File: src/rtl/cla_seq_adder.sv
// Multi-cycle adder that time-shares one 4-bit carry-lookahead slice across an
// nBITS-wide operand pair, LSB slice first, with valid/ready on both sides.

module cla4_slice (
    input  logic [3:0] i_a,
    input  logic [3:0] i_b,
    input  logic       i_c,
    output logic [3:0] o_s,
    output logic       o_c
);
    logic [3:0] w_g;
    logic [3:0] w_p;
    logic [3:0] w_c;

    always_comb begin
        w_g    = i_a & i_b;
        w_p    = i_a ^ i_b;
        w_c[0] = i_c;
        w_c[1] = w_g[0] | (w_p[0] & i_c);
        w_c[2] = w_g[1] | (w_p[1] & w_g[0]) | (w_p[1] & w_p[0] & i_c);
        w_c[3] = w_g[2] | (w_p[2] & w_g[1]) | (w_p[2] & w_p[1] & w_g[0])
               | (w_p[2] & w_p[1] & w_p[0] & i_c);
        o_c    = w_g[3] | (w_p[3] & w_g[2]) | (w_p[3] & w_p[2] & w_g[1])
               | (w_p[3] & w_p[2] & w_p[1] & w_g[0])
               | (w_p[3] & w_p[2] & w_p[1] & w_p[0] & i_c);
        o_s    = w_p ^ w_c;
    end
endmodule

module cla_seq_adder #(
    parameter int nBITS = 16
) (
    input  logic             clk,
    input  logic             rst_n,
    input  logic             in_valid,
    output logic             in_ready,
    input  logic [nBITS-1:0] ain,
    input  logic [nBITS-1:0] bin,
    input  logic             cin,
    output logic             out_valid,
    input  logic             out_ready,
    output logic [nBITS-1:0] sum,
    output logic             cout,
    output logic             busy
);
    localparam int nSLICES = nBITS / 4;
    localparam int IDXW    = (nSLICES > 1) ? $clog2(nSLICES) : 1;

    typedef enum logic [1:0] {
        S_IDLE = 2'b00,
        S_RUN  = 2'b01,
        S_DONE = 2'b10
    } state_t;

    state_t            r_state;
    state_t            w_next;
    logic [IDXW-1:0]   r_idx;
    logic [nBITS-1:0]  r_a;
    logic [nBITS-1:0]  r_b;
    logic [nBITS-1:0]  r_sum;
    logic              r_carry;
    logic              r_cout;
    logic [3:0]        w_a_sl;
    logic [3:0]        w_b_sl;
    logic [3:0]        w_s;
    logic              w_co;
    logic              w_last;

    always_comb begin
        w_a_sl = '0;
        w_b_sl = '0;
        for (int k = 0; k < nSLICES; k++) begin
            if (r_idx == IDXW'(k)) begin
                w_a_sl = r_a[4*k +: 4];
                w_b_sl = r_b[4*k +: 4];
            end
        end
    end

    assign w_last = (r_idx == IDXW'(nSLICES - 1));

    cla4_slice u_slice (
        .i_a (w_a_sl),
        .i_b (w_b_sl),
        .i_c (r_carry),
        .o_s (w_s),
        .o_c (w_co)
    );

    always_ff @(posedge clk or negedge rst_n) begin
        if (!rst_n) r_state <= S_IDLE;
        else        r_state <= w_next;
    end

    // Unused encoding falls through to default and returns to IDLE.
    always_comb begin
        w_next    = r_state;
        in_ready  = 1'b0;
        busy      = 1'b0;
        out_valid = 1'b0;
        case (r_state)
            S_IDLE: begin
                in_ready = 1'b1;
                if (in_valid) w_next = S_RUN;
            end
            S_RUN: begin
                busy = 1'b1;
                if (w_last) w_next = S_DONE;
            end
            S_DONE: begin
                busy      = 1'b1;
                out_valid = 1'b1;
                if (out_ready) w_next = S_IDLE;
            end
            default: w_next = S_IDLE;
        endcase
    end

    always_ff @(posedge clk or negedge rst_n) begin
        if (!rst_n) begin
            r_idx   <= '0;
            r_a     <= '0;
            r_b     <= '0;
            r_sum   <= '0;
            r_carry <= 1'b0;
            r_cout  <= 1'b0;
        end else begin
            case (r_state)
                S_IDLE: begin
                    if (in_valid) begin
                        r_a     <= ain;
                        r_b     <= bin;
                        r_carry <= cin;
                        r_idx   <= '0;
                        r_sum   <= '0;
                    end
                end
                S_RUN: begin
                    for (int k = 0; k < nSLICES; k++) begin
                        if (r_idx == IDXW'(k)) r_sum[4*k +: 4] <= w_s;
                    end
                    r_carry <= w_co;
                    if (w_last) begin
                        r_cout <= w_co;
                        r_idx  <= '0;
                    end else begin
                        r_idx  <= r_idx + 1'b1;
                    end
                end
                default: ;
            endcase
        end
    end

    assign sum  = r_sum;
    assign cout = r_cout;
endmodule

File: config.mk
export PLATFORM = sky130hd
export DESIGN_NAME = cla_seq_adder
export DESIGN_NICKNAME = d
export VERILOG_FILES = /design/src/rtl/cla_seq_adder.sv
export SDC_FILE = /design/constraint.sdc
export NUM_CORES = 1
export LEC_CHECK = 0
export CORE_UTILIZATION = 25
export DETAILED_ROUTE_END_ITERATION = 10
export GPL_ROUTABILITY_DRIVEN = 0
export SLEW_MARGIN = 20
export SYNTH_ARGS = -nofsm -noshare
export SYNTH_HDL_FRONTEND = slang
export SYNTH_SLANG_ARGS = --single-unit
File: constraint.sdc
create_clock -name clk -period 4 [get_ports clk]
set_input_delay 0.6 -clock clk [delete_from_list [all_inputs] [get_ports clk]]
set_output_delay 0.6 -clock clk [all_outputs]
set_load 0.05 [all_outputs]
Word-level counts from Yosys, hierarchy flattened
Index checks and enable logic that the tools add are counted.
{"block": "totals", "ff_bits": 54, "in_bits": 37, "output_inout_bits": 20}
{"block": "op_classes", "addsub": 1, "n_eq_ne": 11, "mux": 26, "bitwise": 29, "n_reduce_logical": 12}
{"cell": "two-way mux 4 bit", "n": 12}
{"cell": "case mux 16 bit (2 select lines)", "n": 1}
{"cell": "AND 1 bit", "n": 16}
{"cell": "two-way mux 16 bit", "n": 1}
{"cell": "AND reduction 3 bit", "n": 5}
{"cell": "inequality test 2 bit (second input constant)", "n": 6}
{"cell": "two-way mux 2 bit", "n": 5}
{"cell": "bitwise OR 1 bit", "n": 10}
{"cell": "bitwise XOR 4 bit", "n": 2}
{"cell": "== test 2 bit (second input constant)", "n": 3}
{"cell": "case mux 2 bit (3 select lines)", "n": 1}
{"cell": "AND reduction 2 bit", "n": 3}
{"cell": "AND 4 bit", "n": 1}
{"cell": "== test 2 x 1 -> 1 bit (second input constant)", "n": 2}
{"cell": "zero test 2 bit", "n": 2}
{"cell": "two-way mux 1 bit", "n": 4}
{"cell": "case mux 2 bit (2 select lines)", "n": 1}
{"cell": "adder 2 x 1 -> 2 bit (second input constant)", "n": 1}
{"cell": "case mux 1 bit (2 select lines)", "n": 1}
{"cell": "nonzero test 2 bit", "n": 1}
{"cell": "OR reduction 2 bit", "n": 1}

Logic depth before layout (Yosys ltp)
Gate-level depths: netlist (run 1).
{"block": "depth", "ltp_word": 13, "depth_mapped": 12, "ltp_nobuf": 11}

By module
Synthesis (run 1) repeated with hierarchy kept, for this count alone.
{"block": "hier_totals", "cells_unflattened": 243, "area_unflattened_um2": 2766.4}
{"module": "cla_seq_adder", "n_inst": 1, "cells_each": 226, "area_each_um2": 2618.8, "seq_area_each_um2": 1351.3}
{"module": "cla4_slice", "n_inst": 1, "cells_each": 17, "area_each_um2": 147.6, "seq_area_each_um2": 0.0}

Worst setup path before layout (run 1)
No wires, ideal clock.
{"block": "synth_path", "path_kind": "register to register", "from": "register r_idx[1]", "to": "register r_sum[15], in the netlist sum[15]", "setup_time_ns": 0.135, "t_arrival_ns": 2.291, "required_time_ns": 3.865, "slack_ns": 1.574, "path_stages_with_launch": 13, "n_path_buf": 1, "period_less_slack_ns": 2.426, "path_cell_list": "dfrtp_1 -> inv_1 -> ha_1 -> clkbuf_1 -> nand3b_1 -> a21oi_1 -> a21oi_1 -> o21ai_0 -> ha_1 -> a41oi_1 -> o21ai_0 -> xnor2_1 -> o21ai_0"}
{"block": "synth_via", "elab_chain_len": 13}
{"item": "start: declaration", "line": "57", "rtl": "logic [IDXW-1:0] r_idx;"}
{"item": "start signal: assignment", "line": "147", "rtl": "r_idx <= r_idx + 1'b1;"}
{"item": "zero test 2 bit", "line": "73", "rtl": "if (r_idx == IDXW'(k)) begin"}
{"item": "two-way mux 4 bit (4 in a row)", "line": "73"}
{"item": "bitwise XOR 4 bit / AND 4 bit (equally long branches)", "line": "17, 16"}
{"item": "AND 1 bit, on equally long branches", "line": "21, 22"}
{"item": "bitwise OR 1 bit (tied with other cells)", "line": "21", "rtl": "w_c[3] = w_g[2] | (w_p[2] & w_g[1]) | (w_p[2] & w_p[1] & w_g[0])"}
{"item": "bitwise OR 1 bit / AND 1 bit (equally long branches)", "line": "21, 22"}
{"item": "bitwise OR 1 bit", "line": "22", "rtl": "| (w_p[2] & w_p[1] & w_p[0] & i_c);"}
{"item": "bitwise XOR 4 bit", "line": "26", "rtl": "o_s = w_p ^ w_c;"}
{"item": "two-way mux 4 bit", "line": "140", "rtl": "if (r_idx == IDXW'(k)) r_sum[4*k +: 4] <= w_s;"}
{"item": "case mux 16 bit (2 select lines)", "line": "128", "rtl": "case (r_state)"}
{"item": "end signal: indexed assignment", "line": "140"}
{"item": "end: declaration", "line": "60", "rtl": "logic [nBITS-1:0] r_sum;"}
Parallel ways exist; a longest one is shown, timed or not. The select of a mux whose other input is x is not followed.
A chain may end at the register's enable or synchronous reset.

Final worst setup path (run 1)
{"block": "layout_path", "from": "register r_idx[0]", "to": "register r_sum[15], in the netlist sum[15]"}
Same word-level chain as after synthesis.

==> results of run 1 <==
## per-layer routing
layer | wire length (um) | part of all wire [%] | GRT usage, % | vias up
met4 | 40 | 0.69 | 2.24 | 0
met2 | 2780 | 48 | 19.4 | 60
met5 | 0 | 0 | 0 | -
met1 | 2680 | 46 | 14.9 | 883
li1 | - | - | - | 901
met3 | 324 | 5.6 | 2.71 | 5
## Yosys cell counts
cell type  number  area share (%)
mux2i_2         1            0.53
nor2_1         10             1.5
buf_2           5            0.97
o21ai_0         8             1.5
nand2_1        18             2.6
nor3b_1         1            0.29
nand3_1         2            0.39
inv_1          16             2.3
dfrtp_1        54              52
o22ai_1         6             1.5
a21o_1          3            0.87
a311oi_1        2            0.68
a31oi_1         1            0.24
a41oi_1         1            0.34
mux2_2         40              17
clkbuf_1        3            0.43
a21oi_1        14             2.7
a21oi_2         3             1.0
xnor2_1         2            0.68
a32o_1          1            0.39
o31ai_1         5             1.5
o32a_1          1            0.39
a221oi_1        4             1.4
nor2b_1         2            0.48
nand3b_1        2            0.58
nor3_1          1            0.19
xor2_1          1            0.34
clkinv_1        1            0.14
fa_1            1            0.77
ha_1           12             5.8
## cell usage in the layout, fill, tap and decap left out, types with 2 or more instances in the layout
cell type         n
buf_4             2
xnor2_1           2
o31ai_1           5
mux2_2           40
o21ai_0           8
clkdlybuf4s50_1  55
nand3b_1          2
nand3_1           2
a21o_1            3
a311oi_1          2
inv_1            16
dfrtp_1          54
nand2_1          18
ha_1             12
a21oi_2           3
nor2_1           10
a221oi_1          4
o22ai_1           6
clkbuf_8          5
nor2b_1           2
a21oi_1          14
## registers in the layout, indices dropped and copies added (netlist names)
register	count
r_carry	1
r_idx	2
cout	1
r_a	16
sum	16
r_state	2
r_b	16
## report_power, final
group / internal, W / switching, W / total (W) / leakage, nW
clock network: 0.000187 / 0.000178 / 0.000365 / 0.0514
logic: 0.000785 / 0.00106 / 0.00185 / 0.708
registers: 0.000802 / 0.000162 / 0.000964 / 0.662
## path summary, 6_finish.rpt
check,start,endpoint,slack [ps],cells after the start
min,rst_n,sum[0],300,1
max in group asynchronous,rst_n,r_a[2],2900,2
min reg2reg,sum[8],sum[8],520,1
max,r_idx[0],sum[15],1050,10
min in group clk,sum[8],sum[8],520,1
max reg2reg,r_idx[0],sum[15],1050,10
## critical path: stages, from the launching register on
cell,delay (ps)
dfrtp_1,440
inv_1,100
ha_1,340
clkinv_1,310
a311oi_1,410
a21o_1,150
ha_1,250
a41oi_1,160
o21ai_0,160
xnor2_1,350
o21ai_0,150
## layout make-up
class	count	area, um2	area share, %
Clock buffer	6	72.6	2.13
Clock inverter	2	37.5	1.10
Inverter	17	63.8	1.88
Multi-Input combinational cell	142	1140	33.5
Sequential cell	54	1350	39.7
Tap cell	133	166	4.90
Timing Repair Buffer	58	571	16.8
## per-stage QoR
step | std cells | cell area (um2) | util [%] | hold slack, ps
after global placement | 404 | 3290 | 33.2 | 493
final | 412 | 3400 | 34.3 | 304
after floorplan | 221 | 2590 | - | 304
after global routing | 412 | 3400 | 34.3 | 350
after detailed placement | 404 | 3290 | 33.2 | 495
after CTS | 412 | 3400 | 34.3 | 317
## logic make-up (layout without fill, tap and decap cells)
family	count (synthesis)	count (layout)	synth area share, %
buffers and inverters	25	83	3.87
multiplexers	41	41	17.9
AO/OA/AOI/OAI	49	49	12.4
adder cells (fa/ha/maj)	13	13	6.57
AND/OR/NAND/NOR	36	36	5.99
flip-flops	54	54	52.2
XOR/XNOR	3	3	1.02
==> results.ini, run 1 <==
[outcome]
result_of_the_run=completed

[min_path]
holdCritPathClass=in2async

[timing]
timing.final.max_slew_violations=0
clock_skew_after_layout_ps=11.1
final.setup.worst_slack_ps=1050
hold_violations=0
worst_slew_pin_slew_ps=734
timing.setup.tns_ps=0
fmaxAchievable_mhz=339
period_minus_slack_ps=2950
rsz0062_at_grt=false
maxSlewHeadroom_pct=51.1
timing.final.setup_violations=0
final_period_util_pct=73.7

[setup_path]
timing.setup.critical_path_class=reg2reg
worst-endpoint-required_ps=4180
setup.worst_path.end_class=register
timing.critical_path.arrival_ps=3130
cp-start-kind=register
timing.critical_path.fanout_max=9

[synth]
synth.cell_area_um2=2590
synth.lib_cells_used.distinct=30
synth.net_count=271
syn-instance-count=221
seq_total_area_yosys_pct=52.2
synth_area_per_cell_um2=11.7
synth.ff_latch_count=54
yosysWarnings=0

[clocking]
clock_sinks=54
holdBufCountCts=0
cts-root-buf=clkbuf_8
clkSlewWorstSetupHoldPaths_ps=100
tritoncts=done
cts_max_path_buffers=2
post_cts_resize_count=0
cts_htree_levels=2
total_cts_buffers=5
clk-insertion-delay-late_ps=310
cts_post_setup_buffers_inserted=0

[placed_design]
dp_worst_setup_slack_ps=1120
port_buffers=56
hpwl_reported_at_the_end_of_detailed_placement_um=4440

[layout]
final_stage_net_count=328
num-fill-cells=1013
layout-drive-gt1-share_pct=19.4
antenna_cells=0
syn2layout_area_growth_pct=31.3

[pwr]
ir_worst_vdd_mv=0.342
p_leak_nw=1.42
powerDensity_nw_per_um2=934
finalPower_w=0.00318

[floorplanning]
dieWidth_um=104
starting_density_of_the_core_pct=26.1
rows=36
dieHeight_um=104
placeableCoreArea_um2=9910
die_area_um2=10800
io_pins=57

[grt]
grt_max_degree=34
wire_length_of_the_first_global_routing_pass_um=9810
antenna_found_initial=0
first_global_vias=1891
grt_use_total_pct=11.4
grt_overflow=0

[detailed_routing]
firstDrtPassIters=4
antenna_violating_nets_post_route=0
num_vias=1849
drtIter0Drc=80
routed_via_density=4.49
routed_wl_um=5820
routedWlPerCell_um=14.1
drt_drc_violations_left=0

[flow_run]
drv_cap=0

No activity file was read; power rests on OpenSTA's default activity.
==> run 2: changes to the inputs <==
==> constraint.sdc (replaced) <==
create_clock -name clk -period 2.8 [get_ports clk]
set_input_delay 0.42 -clock clk [delete_from_list [all_inputs] [get_ports clk]]
set_output_delay 0.42 -clock clk [all_outputs]
set_load 0.05 [all_outputs]
==> run 2 against run 1 <==
Effect of this change:
- worst hold slack got worse by 120 ps
- sequential power rose by 42%
- via count rose by 0.54%
- register-to-register slack got worse by 840 ps
- fmax rose by 14%
- critical path type unchanged
==> results.ini, run 2 (same netlist as run 1, synthesis figures left out) <==
[setup_path]
timing.critical_path.max_delay_family=compound AO/OA/AOI/OAI gates
timing.critical_path.fanout_max=5  ; -4
worst-endpoint-required_ps=3030  ; -1150 ps
worstReg2RegStart=r_idx[0]
cp-startpoint=r_idx[0]
crit_cells=12  ; +2
cp-start-kind=register
timing.critical_path.arrival_ps=2820  ; -310 ps
r2r_end=sum[15]
setup.reg_to_reg.worst_slack_ps=210  ; -840 ps
path_buf_inv=3  ; +1
critPathMaxStageDelay_ps=440  ; about the same
critPathCapture=sum[15]
path_cells=inv_1, ha_2, inv_1, nor2_2, a221oi_1, o31ai_1, ha_1, a41oi_1, o21ai_0, xnor2_1, buf_4, o21ai_0
timing.setup.critical_path_class=reg2reg
worstRegToRegCells=12  ; +2
critPathSlowestCell=dfrtp_1
setup.worst_path.end_class=register

[detailed_routing]
num_vias=1859  ; +0.54%
firstDrtPassIters=4  ; unchanged
drtIter0Drc=72  ; -10%
antenna_violating_nets_post_route=0  ; unchanged
routedWlPerCell_um=13.6  ; -3.8%
drt_drc_violations_left=0  ; unchanged
routed_wl_um=5720  ; -1.7%
routed_via_density=4.42  ; -1.6%

[layout]
syn2layout_area_growth_pct=35.3
num-fill-cells=1027  ; +1.4%
layout-drive-gt1-share_pct=24.3  ; +5.0 points
final-instance-count-excl-fill=421  ; +2.2%
final_stage_net_count=337  ; +2.7%
layout_commonest_cell=clkdlybuf4s50_1
most-common-layout-cells=clkdlybuf4s50_1, dfrtp_1, mux2_2
antenna_cells=0  ; unchanged

[pwr]
sequentialPowerShare_pct=29.5  ; -0.9 points
power_switching_share_pct=43.0  ; -1.2 points
p_int_w=0.00265  ; +49%
pwr-share-comb_pct=59.9  ; +1.7 points
power.share.clock_pct=10.6  ; -0.9 points
ir_worst_vdd_mv=0.459  ; +34%
p_switching_w=0.00200  ; +42%
p_leak_nw=1.48  ; +3.9%
powerDensity_nw_per_um2=1330  ; +42%

[clocking]
cts-root-buf=clkbuf_8
clkSlewWorstSetupHoldPaths_ps=90  ; about the same
clk-insertion-delay-late_ps=300  ; about the same
clock_sinks=54  ; unchanged
total_cts_buffers=5  ; unchanged
tritoncts=done
cts_max_path_buffers=2  ; unchanged
cts_htree_levels=2  ; unchanged

[timing]
timing.hold.ws_ps=180  ; -124 ps
period_minus_slack_ps=2590  ; -359 ps
maxSlewHeadroom_pct=49.4  ; -1.7 points
timing.final.max_slew_violations=0  ; unchanged
final_period_util_pct=92.5  ; +19 points
worst_slew_pin_slew_ps=759  ; +25.4 ps
timing.final.setup_violations=0  ; unchanged
rsz0062_at_grt=false
clock_skew_after_layout_ps=7.87  ; -3.26 ps
hold_violations=0  ; unchanged
fmaxAchievable_mhz=386  ; +14%
final.setup.worst_slack_ps=210  ; -841 ps

[placed_design]
port_buffers=56  ; unchanged
hpwl_reported_at_the_end_of_detailed_placement_um=4440  ; about the same
place.detailed.instances=409  ; +1.2%
dp_worst_setup_slack_ps=-25.3  ; -1140 ps

[grt]
grt_overflow=0  ; unchanged
wire_length_of_the_first_global_routing_pass_um=9470  ; -3.5%
first_global_vias=1904  ; +0.69%
grt_use_total_pct=11.0  ; -0.42 points
antenna_found_initial=0  ; unchanged
grt_max_degree=35  ; +2.9%

[floorplanning]
io_pins=57  ; unchanged
dieHeight_um=104  ; unchanged
die_area_um2=10800  ; unchanged
placeableCoreArea_um2=9910  ; unchanged
dieWidth_um=104  ; unchanged
rows=36  ; unchanged
starting_density_of_the_core_pct=26.1  ; unchanged

[flow_run]
drv_cap=0  ; unchanged

[outcome]
result_of_the_run=completed

[min_path]
holdCritPathClass=in2async

run 2: cell count changes in the layout (fill, tap and decap cells not counted), moves of 2 or more:
cell and change:
clkbuf_8 +3, ha_1 -2, a311oi_1 -2, ha_2 +2
buf_4 +8, a311oi_2 +2
run 2: worst min path at each step:
stage,cells past startpoint,to,startpoint,slack (ps)
after global routing,1,r_state[0],rst_n,240
after detailed placement,1,r_b[15],r_b[15],500
after floorplan,0,cout,rst_n,120
after CTS,1,sum[6],rst_n,200
final,1,r_state[0],rst_n,180
after global placement,1,sum[8],sum[8],490
run 2: timing repair:
action,in CTS,in global routing
setup endpoints to repair,4,10
endpoints found under the hold margin,0,0
pin swaps,1,0
hold buffers,0,0
buffers inserted,1,3
resized for setup,1,5
gates cloned,0,0
run 2: power groups by stage:
| stage | sequential (W) | combinational (W) | clock [W] |
|---|---|---|---|
| 4_1_cts | 0.00138 | 0.00274 | 0.000509 |
| 6_report | 0.00137 | 0.00278 | 0.000491 |
| 3_3_place_gp | 0.00138 | 0.00261 | 0 |
| 2_1_floorplan | 0.00158 | 0.00173 | 0 |
| 5_1_grt | 0.00141 | 0.00304 | 0.000538 |
| 3_5_place_dp | 0.00139 | 0.00266 | 0 |
run 2: worst register-to-register path, stage by stage (launching register included):
cell	delay [ps]
dfrtp_1	440
inv_1	110
ha_2	230
inv_1	100
nor2_2	170
a221oi_1	110
o31ai_1	240
ha_1	300
a41oi_1	210
o21ai_0	160
xnor2_1	160
buf_4	160
o21ai_0	150
run 2: cell type report:
type | instances | area [um2] | area share, %
Multi-Input combinational cell | 142 | 1160 | 33.0
Inverter | 17 | 67.6 | 1.93
Tap cell | 133 | 166 | 4.75
Timing Repair Buffer | 67 | 651 | 18.6
Clock buffer | 8 | 110 | 3.14
Sequential cell | 54 | 1350 | 38.6
run 2: per-layer routing:
metal	track usage, %	routed length (um)
met5	0	0
met4	2.45	36
met3	2.83	280
met2	18.0	2770
met1	14.6	2640
run 2: through the flow:
stage,TNS (ps),util (%),area (um2),total power [W]
after floorplan,0,-,2590,0.00331
after global placement,0,33.6,3330,0.00399
after detailed placement,-40.6,33.6,3330,0.00405
after CTS,0,34.8,3450,0.00462
after global routing,0,35.4,3500,0.00499
final,0,35.4,3500,0.00464
==> run 3: changes to the inputs <==
--- a/config.mk
+++ b/config.mk
@@ -5,10 +5,13 @@
 export SDC_FILE = /design/constraint.sdc
 export NUM_CORES = 1
 export LEC_CHECK = 0
+export CORE_ASPECT_RATIO = 1.2
 export CORE_UTILIZATION = 25
 export DETAILED_ROUTE_END_ITERATION = 10
 export GPL_ROUTABILITY_DRIVEN = 0
+export SETUP_SLACK_MARGIN = 0.4
 export SLEW_MARGIN = 20
 export SYNTH_ARGS = -nofsm -noshare
 export SYNTH_HDL_FRONTEND = slang
+export SYNTH_HIERARCHICAL = 1
 export SYNTH_SLANG_ARGS = --single-unit
==> run 3 against run 2 <==
Effect of this change:
- the flow now finishes with violations (DRC)
- clock skew decreased by 1.7 ps
- worst hold slack got worse by 65 ps
- die area increased by 6.7%
- highest routed layer unchanged
- sequential power about the same
- synthesized cell count increased by 10%
- sequential share of layout area decreased by 2.9 points
- routed wire length increased by 11%
- clock power increased by 50%
- via count increased by 9.8%
==> results.ini, run 3 <==
[timing]
clock_skew_after_layout_ps=6.18  ; -1.69 ps
period_minus_slack_ps=2590  ; +2.73 ps
rsz0062_at_grt=true
worst_slew_pin_slew_ps=785  ; +25.5 ps
fmaxAchievable_mhz=386  ; -0.11%
timing.final.setup_violations=0  ; unchanged
maxSlewHeadroom_pct=47.7  ; -1.7 points
final_period_util_pct=92.6  ; +0.097 points
timing.hold.ws_ps=115  ; -64.5 ps
timing.final.max_slew_violations=0  ; unchanged
hold_violations=0  ; unchanged

[layout]
syn2layout_area_growth_pct=37.1
antenna_cells=0  ; unchanged
layout_commonest_cell=clkdlybuf4s50_1
final_core_utilization_pct=35.7  ; +0.36 points
layout-drive-gt1-share_pct=24.7  ; +0.37 points
final_stage_net_count=353  ; +4.7%
final-instance-count-excl-fill=433  ; +2.9%
most-common-layout-cells=clkdlybuf4s50_1, dfrtp_1, mux2_2

[clocking]
cts-root-buf=clkbuf_16
total_cts_buffers=5  ; unchanged
holdBufCountCts=0  ; unchanged
clock_sinks=54  ; unchanged
tritoncts=done
cts_max_path_buffers=2  ; unchanged
clkSlewWorstSetupHoldPaths_ps=70  ; -20 ps
clk-insertion-delay-late_ps=290  ; about the same
cts_htree_levels=2  ; unchanged

[floorplanning]
io_pins=57  ; unchanged
die_area_um2=11500  ; +6.7%
dieWidth_um=98.0  ; -5.5%
rows=41  ; +14%
starting_density_of_the_core_pct=26.1  ; -0.072 points
dieHeight_um=117  ; +13%
placeableCoreArea_um2=10600  ; +7.2%

[synth]
yosysTopAreaCell=dfrtp_1
most_area_consuming_cells_after_synthesis=dfrtp_1, mux2_2, a22o_1
synth_adder_area_share_pct=6.15  ; -0.42 points
synth.ff_latch_count=54  ; unchanged
synth.cell_area_um2=2770  ; +6.9%
yosys.cell_count.top_type=dfrtp_1
most_common_library_cells_after_synthesis=dfrtp_1, mux2_2, nand2_1
synth-edff-count=0  ; unchanged
synthDominantCellAreaShare_pct=48.8  ; -3.4 points
synth.net_count=293  ; +8.1%
combinational_family_with_the_most_area_after_synthesis=compound AO/OA/AOI/OAI gates
synth_async_sr_flop_share_pct=100  ; unchanged
syn-instance-count=243  ; +10%
synth_compound_gate_area_share_pct=17.5  ; +5.0 points
synth-simple-area-share_pct=6.38  ; +0.38 points
yosysWarnings=6  ; +6
synth.lib_cells_used.distinct=30  ; unchanged
seq_total_area_yosys_pct=48.8  ; -3.4 points
ys.flop_type=dfrtp_1
muxShareOfSynthArea_pct=14.2  ; -3.7 points
synth_area_per_cell_um2=11.4  ; -2.8%
synth-xor-area-share_pct=0.950  ; -0.065 points

[grt]
grt_overflow=0  ; unchanged
first_global_vias=2082  ; +9.3%
grt_use_total_pct=11.7  ; +0.65 points
grt_max_degree=55  ; +57%
antenna_found_initial=0  ; unchanged
wire_length_of_the_first_global_routing_pass_um=10500  ; +11%

[detailed_routing]
antenna_violating_nets_post_route=0  ; unchanged
routed_via_density=4.72  ; +6.8%
firstDrtPassIters=7  ; +3
routed_wl_um=6340  ; +11%
num_vias=2042  ; +9.8%
drt_drc_violations_left=4  ; +4
drtIter0Drc=85  ; +18%
routedWlPerCell_um=14.6  ; +7.8%

[setup_path]
timing.setup.critical_path_class=reg2reg
cp-start-kind=register
setup.worst_path.end_class=register
path_buf_inv=1  ; -2
worst-endpoint-required_ps=2980  ; -50 ps
critPathMaxStageDelay_ps=400  ; -40 ps
timing.critical_path.arrival_ps=2770  ; -50 ps
timing.critical_path.fanout_max=7  ; +2
critPathSlowestCell=dfrtp_1
path_cells=inv_2, ha_4, and2b_4, a221oi_2, o31ai_2, ha_1, a21o_1, a31o_1, a21o_1, a221o_1
crit_top_cell=a21o_1
timing.critical_path.max_delay_family=compound AO/OA/AOI/OAI gates

[placed_design]
place.detailed.instances=422  ; +3.2%
port_buffers=56  ; unchanged
hpwl_reported_at_the_end_of_detailed_placement_um=4560  ; +2.7%

[pwr]
powerDensity_nw_per_um2=1360  ; +2.6%
ir_worst_vdd_mv=0.470  ; +2.5%
p_leak_nw=1.60  ; +8.6%

[outcome]
result_of_the_run=complete, but fails checks
violations_in_the_final_reports=DRC

[flow_run]
drv_cap=0  ; unchanged

[min_path]
holdCritPathClass=in2async

==> run 3: worst paths after layout <==
| check | from | to | slack [ps] | cells past startpoint |
|---|---|---|---|---|
| setup / recovery | r_idx[1] | r_carry | 210 | 10 |
| setup reg to reg | r_idx[1] | r_carry | 210 | 10 |
| max in group asynchronous | rst_n | r_idx[0] | 2430 | 2 |
| hold reg to reg | r_a[10] | r_a[10] | 510 | 1 |
| min in group clk | r_a[10] | r_a[10] | 510 | 1 |
| hold / removal | rst_n | sum[11] | 120 | 2 |
==> run 3: what timing repair did <==
| item | CTS | global route |
|---|---|---|
| cloned | 0 | 0 |
| gates resized for setup | 13 | 2 |
| pin swaps | 14 | 8 |
| endpoints found under the setup margin | 18 | 19 |
| buffers inserted | 3 | 0 |
==> run 3: metrics by stage <==
step	power, W	setup slack (ps)	area, um2	setup TNS [ps]
global placement	0.00421	-71.2	3530	-276
global route	0.00552	41.5	3790	0
CTS	0.00519	213	3790	0
detailed placement	0.00428	-167	3530	-1010
floorplan	0.00355	189	2820	0
finish	0.00516	208	3790	0
==> run 3: area by class of cell <==
type / instances / area (um2)
flip-flops and latches: 54 / 1350
multi-input cells: 151 / 1350
fillers: 1060 / 6830
repair buffers: 68 / 664
inverters: 23 / 86.3
well taps: 129 / 161
clock inverters: 2 / 38.8
clock buffers: 6 / 139
==> run 3: where the power goes <==
part | internal [W] | switching (W) | total (W)
Combinational | 0.00136 | 0.00166 | 0.00303
Clock | 0.000450 | 0.000286 | 0.000736
Sequential | 0.00114 | 0.000256 | 0.00140
Total | 0.00295 | 0.00221 | 0.00516
==> run 3: metal layers <==
metal  GRT usage [%]  wire length, um  part of all wire, %
met5               0                0                    0
met1            14.8             2870                   45
met2            20.1             3110                   49
met4            3.84               76                  1.2
met3            2.26              280                  4.4
==> run 3: cells by family after synthesis <==
kind of cell,after synthesis
AND/OR/NAND/NOR,39
flip-flops,54
XOR/XNOR,3
buffers and inverters,38
multiplexers,35
adder cells (fa/ha/maj),13
AO/OA/AOI/OAI,61
